File: config.mk
export PLATFORM = sky130hd
export DESIGN_NAME = mem_arbiter
export DESIGN_NICKNAME = d
export VERILOG_FILES = /design/src/rtl/cpu_pkg.sv /design/src/rtl/burst_counter.sv /design/src/rtl/mem_arbiter.sv
export SDC_FILE = /design/constraint.sdc
export NUM_CORES = 1
export LEC_CHECK = 0
export CAP_MARGIN = 20
export CORE_MARGIN = 2
export CORE_UTILIZATION = 38
export CTS_CLUSTER_SIZE = 12
export DETAILED_ROUTE_END_ITERATION = 16
export PLACE_DENSITY_LB_ADDON = 0.15
export SYNTH_ARGS = -nofsm -noshare
export SYNTH_HDL_FRONTEND = slang
export SYNTH_SLANG_ARGS = --single-unit
File: constraint.sdc
create_clock -name clk -period 1.8 [get_ports clk]
set_clock_uncertainty 0.05 [all_clocks]
set_input_delay 0.36 -clock clk [delete_from_list [all_inputs] [get_ports clk]]
set_output_delay 0.36 -clock clk [all_outputs]
set_load 0.02 [all_outputs]
File: src/rtl/cpu_pkg.sv
// Shared CPU definitions: arbiter state encoding and cache block geometry.
package cpu_pkg;

   typedef enum logic [1:0] {
      IDLE   = 2'b00,
      DFILL  = 2'b01,
      DWRITE = 2'b10,
      IFILL  = 2'b11
   } state_t;

   // 16-byte cache blocks: low address bits below this are the in-block offset.
   localparam int BLOCK_OFFSET_BITS = 4;

endpackage

File: src/rtl/burst_counter.sv
// Burst word counter: synchronous clear beats increment; tc flags the last word.
module burst_counter #(
   parameter int W    = 4,
   parameter int LAST = 7
) (
   input  logic         clk,
   input  logic         rst_n,
   input  logic         clr,
   input  logic         inc,
   output logic [W-1:0] count,
   output logic         tc
);

   always_ff @(posedge clk or negedge rst_n) begin
      if (!rst_n)   count <= '0;
      else if (clr) count <= '0;
      else if (inc) count <= count + W'(1);
   end

   assign tc = (count == W'(LAST));

endmodule

File: src/rtl/mem_arbiter.sv
// Single-port memory arbiter: D-fill > D-store > I-fill, burst fills steered to the
// requesting cache. Issue/return counters run independently so any fixed latency works.
module mem_arbiter
   import cpu_pkg::*;
#(
   parameter int ADDR_W      = 16,
   parameter int DATA_W      = 16,
   parameter int BLOCK_WORDS = 8
) (
   input  logic                           clk,
   input  logic                           rst_n,
   input  logic                           icache_miss,
   input  logic [ADDR_W-1:0]              icache_miss_addr,
   input  logic                           dcache_miss,
   input  logic [ADDR_W-1:0]              dcache_miss_addr,
   input  logic                           dwrite_req,
   input  logic [ADDR_W-1:0]              dwrite_addr,
   input  logic [DATA_W-1:0]              dwrite_data,
   output logic                           mem_en,
   output logic                           mem_wr,
   output logic [ADDR_W-1:0]              mem_addr,
   output logic [DATA_W-1:0]              mem_wdata,
   input  logic [DATA_W-1:0]              mem_rdata,
   input  logic                           mem_rvalid,
   output logic [DATA_W-1:0]              fill_data,
   output logic [$clog2(BLOCK_WORDS)-1:0] fill_word_idx,
   output logic                           i_fill_we,
   output logic                           d_fill_we,
   output logic                           i_fill_done,
   output logic                           d_fill_done,
   output logic                           dwrite_ack,
   output logic                           busy
);

   localparam int IDX_W = $clog2(BLOCK_WORDS);
   localparam int CNT_W = IDX_W + 1;
   localparam logic [ADDR_W-1:0] OFS_MASK = ADDR_W'((1 << BLOCK_OFFSET_BITS) - 1);

   state_t            state;
   logic [ADDR_W-1:0] base_q;
   logic [CNT_W-1:0]  issue_cnt, ret_cnt;
   logic              issue_tc, ret_tc;
   logic              fill_st, ret_fire, fill_last, cnt_clr;

   assign fill_st   = (state == DFILL) || (state == IFILL);
   assign ret_fire  = fill_st && mem_rvalid;
   assign fill_last = ret_fire && ret_tc;
   assign cnt_clr   = !fill_st || fill_last;

   // issue_cnt is the index of the read currently on the port
   burst_counter #(.W(CNT_W), .LAST(BLOCK_WORDS-1)) u_issue_cnt (
      .clk(clk), .rst_n(rst_n), .clr(cnt_clr), .inc(fill_st && !issue_tc),
      .count(issue_cnt), .tc(issue_tc)
   );

   burst_counter #(.W(CNT_W), .LAST(BLOCK_WORDS-1)) u_ret_cnt (
      .clk(clk), .rst_n(rst_n), .clr(cnt_clr), .inc(ret_fire),
      .count(ret_cnt), .tc(ret_tc)
   );

   always_ff @(posedge clk or negedge rst_n) begin
      if (!rst_n) begin
         state     <= IDLE;
         base_q    <= '0;
         mem_en    <= 1'b0;
         mem_wr    <= 1'b0;
         mem_addr  <= '0;
         mem_wdata <= '0;
         busy      <= 1'b0;
      end else begin
         case (state)
            IDLE: begin
               if (dcache_miss) begin
                  state    <= DFILL;
                  base_q   <= dcache_miss_addr & ~OFS_MASK;
                  mem_addr <= dcache_miss_addr & ~OFS_MASK;
                  mem_en   <= 1'b1;
                  mem_wr   <= 1'b0;
                  busy     <= 1'b1;
               end else if (dwrite_req) begin
                  state     <= DWRITE;
                  mem_addr  <= dwrite_addr;
                  mem_wdata <= dwrite_data;
                  mem_en    <= 1'b1;
                  mem_wr    <= 1'b1;
                  busy      <= 1'b1;
               end else if (icache_miss) begin
                  state    <= IFILL;
                  base_q   <= icache_miss_addr & ~OFS_MASK;
                  mem_addr <= icache_miss_addr & ~OFS_MASK;
                  mem_en   <= 1'b1;
                  mem_wr   <= 1'b0;
                  busy     <= 1'b1;
               end
            end
            DWRITE: begin
               state  <= IDLE;
               mem_en <= 1'b0;
               mem_wr <= 1'b0;
               busy   <= 1'b0;
            end
            default: begin
               // fill completes even if the requester dropped its miss
               if (fill_last) begin
                  state  <= IDLE;
                  mem_en <= 1'b0;
                  busy   <= 1'b0;
               end else begin
                  mem_en <= !issue_tc;
                  if (!issue_tc)
                     mem_addr <= base_q + ADDR_W'({issue_cnt + CNT_W'(1), 1'b0});
               end
            end
         endcase
      end
   end

   assign fill_data     = ret_fire ? mem_rdata : '0;
   assign fill_word_idx = ret_fire ? IDX_W'(ret_cnt) : '0;
   assign i_fill_we     = ret_fire && (state == IFILL);
   assign d_fill_we     = ret_fire && (state == DFILL);
   assign i_fill_done   = fill_last && (state == IFILL);
   assign d_fill_done   = fill_last && (state == DFILL);
   assign dwrite_ack    = (state == DWRITE);

endmodule

==> After elaboration in Yosys (flattened, before gate mapping) <==
Index checks and enable logic that the tools add are counted.
{ "op_classes": {"muxes": 30, "bitwise_logic": 2, "addsub": 3, "eq_ne": 9, "n_reduce_logical": 22} }
{ "op_table": {"columns": ["operator", "n"], "rows": [
  ["$mux 16", 8],
  ["$pmux 16 s2", 1],
  ["$add 16x5->16", 1],
  ["$mux 4", 4],
  ["$add 4x1->4 const B", 2],
  ["$eq 4x3->1 const B", 2],
  ["$mux 1", 8],
  ["$mux 2", 4],
  ["$reduce_bool 2->1", 4],
  ["$logic_and 1x1->1", 7],
  ["$pmux 1 s2", 3],
  ["$reduce_and 3->1", 2],
  ["$eq 2x2->1 const B", 2],
  ["$ne 2x1->1 const B", 2],
  ["$ne 4x4->1 const B", 1],
  ["$pmux 2 s2", 1],
  ["$reduce_and 2->1", 2],
  ["$reduce_and 4->1", 1],
  ["$mux 3", 1],
  ["$reduce_bool 3->1", 1],
  ["$eq 2x1->1 const B", 1],
  ["$logic_not 1->1", 2],
  ["$logic_not 2->1", 1],
  ["$logic_or 1x1->1", 2],
  ["other kinds (2)", 3]
]} }
{ "word_totals": {"wordCells": 75, "regBits": 61, "in_bits": 86, "output_inout_bits": 59} }

==> Depth between registers and ports, before layout <==
{ "logic_depth": {"ltp_word": 6, "depth_mapped": 8, "depth_no_buf": 8} }

==> Modules after synthesis <==
Synthesis repeated with hierarchy kept, for this count alone.
{ "unflattened": {"hier_cells": 315, "area_unflattened_um2": 3304.4} }
{ "modules_own_cells": {"columns": ["mod", "n_inst", "area_each_um2", "cells_each", "seq_area_each_um2"], "rows": [
  ["mem_arbiter", 1, 2904.0, 279, 1226.2],
  ["burst_counter", 2, 200.2, 18, 100.1]
]} }

==> Worst setup path before layout <==
No wires, ideal clock.
{ "synth_path": {"kind": "register -> register", "from": "reg u_issue_cnt.count[0]", "to": "reg mem_addr[10]", "slack_ps": -168, "required_time_ps": 1625, "t_arrival_ps": 1792, "path_stages_with_launch": 7, "synth_period_minus_slack_ps": 1968, "setup_ps": 125, "n_path_buf": 1, "cell_sequence": "dfrtp_1 -> ha_1 -> and3b_1 -> a211oi_4 -> o21a_2 -> buf_12 -> mux2_4"} }
{ "synth_via": {"elab_chain_cells": 5, "word_cells_on_any_way": 8, "classes_between": "add/sub (2); eq/ne (2); mux (3); reduce/logical (1)"} }
{ "synth_lines": {"columns": ["element", "line_no", "text"], "rows": [
  ["start: declaration", "burst_counter.sv:10", "output logic [W-1:0] count,"],
  ["start signal: assignment", "burst_counter.sv:17", "else if (inc) count <= count + W'(1);"],
  ["$add 4x1->4", "mem_arbiter.sv:111", "mem_addr <= base_q + ADDR_W'({issue_cnt + CNT_W'(1), 1'b0});"],
  ["$add 16x5->16", "mem_arbiter.sv:111", null],
  ["$mux 16", "mem_arbiter.sv:110", "if (!issue_tc)"],
  ["$mux 16", "mem_arbiter.sv:104", "if (fill_last) begin"],
  ["$pmux 16 s2", "mem_arbiter.sv:71", "case (state)"],
  ["end signal: assignment", "mem_arbiter.sv:76", "mem_addr <= dcache_miss_addr & ~OFS_MASK;"],
  ["end signal: assignment", "mem_arbiter.sv:82", "mem_addr <= dwrite_addr;"],
  ["end signal: assignment", "mem_arbiter.sv:111", null],
  ["end: declaration", "mem_arbiter.sv:21", "output logic [ADDR_W-1:0] mem_addr,"]
]} }
Parallel ways exist; a longest one is shown, timed or not. The select of a mux whose other input is x is not followed.
A chain may end at the register's enable or synchronous reset.

==> Final worst setup path <==
{ "layout_path": {"from": "reg u_issue_cnt.count[0]", "to": "reg mem_addr[14]"} }
Same word-level chain as after synthesis.

==> out/qor.csv <==
metric,value,unit
pre-CTS setup slack,-0.509,ns
CP Data Arrival Time,2.24,ns
final worst hold slack,0.394,ns
number of cell instances on the worst register-to-register path,8,
static leakage,2.52,nW
crit path max-delay cell type,or4_1,
CTS HTree Levels,3,
TritonCTS Sinks,57,
# fillers,669,
Yosys cell types,46,
core area,8180,um^2
Final GP Congestion,0.811,
class of the tightest hold or removal check,in2async,
share of the clock period used by the worst path,1.12,
area of the mapped netlist,3200,um^2
share of synthesized area occupied by flip-flops and latches,0.446,
# port buffers,136,
Worst slew margin,0.758,
failing checks,setup timing,
number of instances in the synthesized netlist,314,
detailed-placement wirelength estimate,6.78,mm
total power divided by cell area,1550,nW/um^2
number of clock buffers inserted by TritonCTS,9,
nets,582,
Total Routing Usage GR,0.207,
initial core utilization,0.391,
"reg-to-reg slack, setup",-0.22,ns
via count of the first global-routing pass,2926,
global route overflow,0,
Die Y,95.7,um
area of the die,9160,um^2
sequential cell area,1430,um^2
reg2reg end,mem_addr[14],
Vias/cell,4.97,
Setup crit start kind,flop,
final setup violation count,15,
worst skew pair latency,0.34,ns
RSZ-0062 raised after global routing,yes,
pin count of the biggest net entering global routing,47,
count of standard-cell rows,33,
detailed-routing iteration count for the pre-antenna-repair pass,6,
post-layout minimum cycle time,2.02,ns
TritonCTS clock tree,yes,
post-detailed-routing wire length,9.12,mm
DRC violation count after routing,0,
vias,2984,
Worst Path Max Fanout,4,
Pins Over Slew Limit,0,
fraction of final layout cells sized beyond drive strength 1,0.284,
chip width,95.7,um
"leading cell type in the layout, fill and taps excluded",clkdlybuf4s50_1,
DRC violation total after the first TritonRoute iteration,139,
Post-Syn Area per Cell,10.2,um^2
worst path cell trace,nand3_2 > xnor2_4 > ha_4 > ha_4 > nand2_2 > or4_1 > a21boi_2 > a211o_1,
number of primary I/O pins,145,
actual slew at the worst max-slew pin,0.362,ns
family of cells with the greatest summed delay on the critical path,simple AND/OR/NAND/NOR gates,
Peak VDD IR,976,uV
CTS Root Buffer Type,clkbuf_8,
Longest Clk Path Bufs,2,
"top library cells by usage in the layout, fill and taps aside","clkdlybuf4s50_1 (107), dfrtp_1 (57), buf_4 (40), nand2_1 (36), mux2i_1 (29)",
Max Fclk,496,MHz
number of storage elements in the synthesis netlist,57,
max-cap check violation count,0,
"Req. time, crit path",2.02,ns
area grow syn2layout,66.0,%
total area of multi-input combinational cells,1790,um^2
"Largest stage delay, worst path",0.43,ns
Worst Path Buf+Inv,0,
fin worst setup slack,-0.217,ns
number of enable-type register cells in the synthesized netlist,0,
worst r2r src,u_issue_cnt.count[0],
"Hold Violations, Final",0,
syn_nets,404,
Routed Antenna Nets,0,
run status,finished with violations,
number of antenna violations at the first check in global routing,0,
ant diodes,0,
yosys synthesis warning count,0,
most common flop cell mapped by yosys,dfrtp_1,
routed wire length per instance,15.2,um
worst setup path class,reg2reg,
"Reg clk slew, reported paths",0.07,ns
async set or reset register ratio after synthesis,1.00,
critical path depth,8,
most common cell type on the critical path,ha_4,
endpoint type of the worst setup path,flop,
wire length of the first global-routing pass,14.6,mm
synthesized netlist by cell type (2+ instances only):
cell type | n | share of area
nand3_1 | 12 | 0.019
inv_1 | 9 | 0.011
mux2_4 | 5 | 0.023
nor2b_1 | 2 | 0.0039
xor2_1 | 6 | 0.016
nor3_1 | 4 | 0.0063
mux2i_1 | 29 | 0.091
o21a_1 | 3 | 0.0070
nand2_1 | 39 | 0.046
ha_1 | 4 | 0.016
o211ai_1 | 6 | 0.014
o21ai_1 | 2 | 0.0031
o21ai_0 | 24 | 0.038
and2_1 | 2 | 0.0039
o31ai_1 | 4 | 0.0094
nand3b_1 | 2 | 0.0047
a21oi_1 | 3 | 0.0047
mux2_2 | 21 | 0.074
clkbuf_1 | 10 | 0.012
a22o_1 | 2 | 0.0055
dfrtp_1 | 57 | 0.45
a31oi_1 | 2 | 0.0039
nor2_1 | 12 | 0.014
buf_2 | 7 | 0.011
and3_1 | 22 | 0.043
a221o_1 | 2 | 0.0063
xnor2_1 | 4 | 0.011
final cells by class:
type,count,area share
repair buffers,187,0.319
inverters,9,0.00637
clock inverters,2,0.0113
multi-input cells,228,0.338
well taps,105,0.0248
flip-flops and latches,57,0.269
clock buffers,13,0.0318
worst max path at each step:
stage                          from            to  slack, ns
2_1_floorplan  u_issue_cnt.count[0]  mem_addr[14]      -0.07
3_3_place_gp             mem_rvalid   d_fill_done      -0.42
3_5_place_dp             mem_rvalid   i_fill_done      -0.51
4_1_cts        u_issue_cnt.count[0]  mem_addr[10]      -0.16
5_1_grt        u_issue_cnt.count[0]  mem_addr[14]      -0.30
6_report       u_issue_cnt.count[0]  mem_addr[14]      -0.22
metal layers:
layer,vias up,GRT usage,part of all wire
met5,-,0,0
met4,0,0.0500,0.0088
met3,9,0.0775,0.074
met2,80,0.331,0.49
met1,1416,0.268,0.43
li1,1479,-,-
per-stage QoR:
step	cell area (um^2)	util	instances	setup TNS, ns	total power, mW
6_report	5300	0.649	601	-1.85	8.20
5_1_grt	5300	0.649	601	-3.14	8.74
4_1_cts	5190	0.635	596	-1.86	8.10
3_5_place_dp	4950	0.605	576	-20.00	6.49
3_3_place_gp	4950	0.605	576	-19.55	6.41
2_1_floorplan	3250	-	314	-0.429	4.67
registers in the layout (all words and copies together), names as in the netlist:
register,cells
mem_addr,16
mem_wdata,16
base_q,12
u_issue_cnt.count,4
u_ret_cnt.count,4
state,2
busy,1
mem_en,1
mem_wr,1
kinds of logic after synthesis:
| kind of cell | Yosys count | synth area share |
|---|---|---|
| adder cells (fa/ha/maj) | 4 | 0.0157 |
| buffers and inverters | 29 | 0.0446 |
| AND/OR/NAND/NOR | 102 | 0.158 |
| XOR/XNOR | 10 | 0.0274 |
| multiplexers | 55 | 0.188 |
| AO/OA/AOI/OAI | 57 | 0.119 |
| flip-flops | 57 | 0.446 |
power by group:
part	switching, mW	total (mW)	leakage, nW	internal [mW]
sequential	0.477	2.39	0.699	1.91
combinational	1.99	4.41	1.70	2.42
clock	0.505	1.39	0.116	0.886
total	2.97	8.20	2.52	5.22
timing repair:
action | 4_1_cts | 5_1_grt
resized for setup | 113 | 18
hold buffers | 1 | 0
endpoints found under the setup margin | 39 | 26
hold endpoints to repair | 11 | 0
pin swaps | 7 | 13
buffers inserted | 4 | 5
Note: power is estimated with default switching activity, not from simulation.
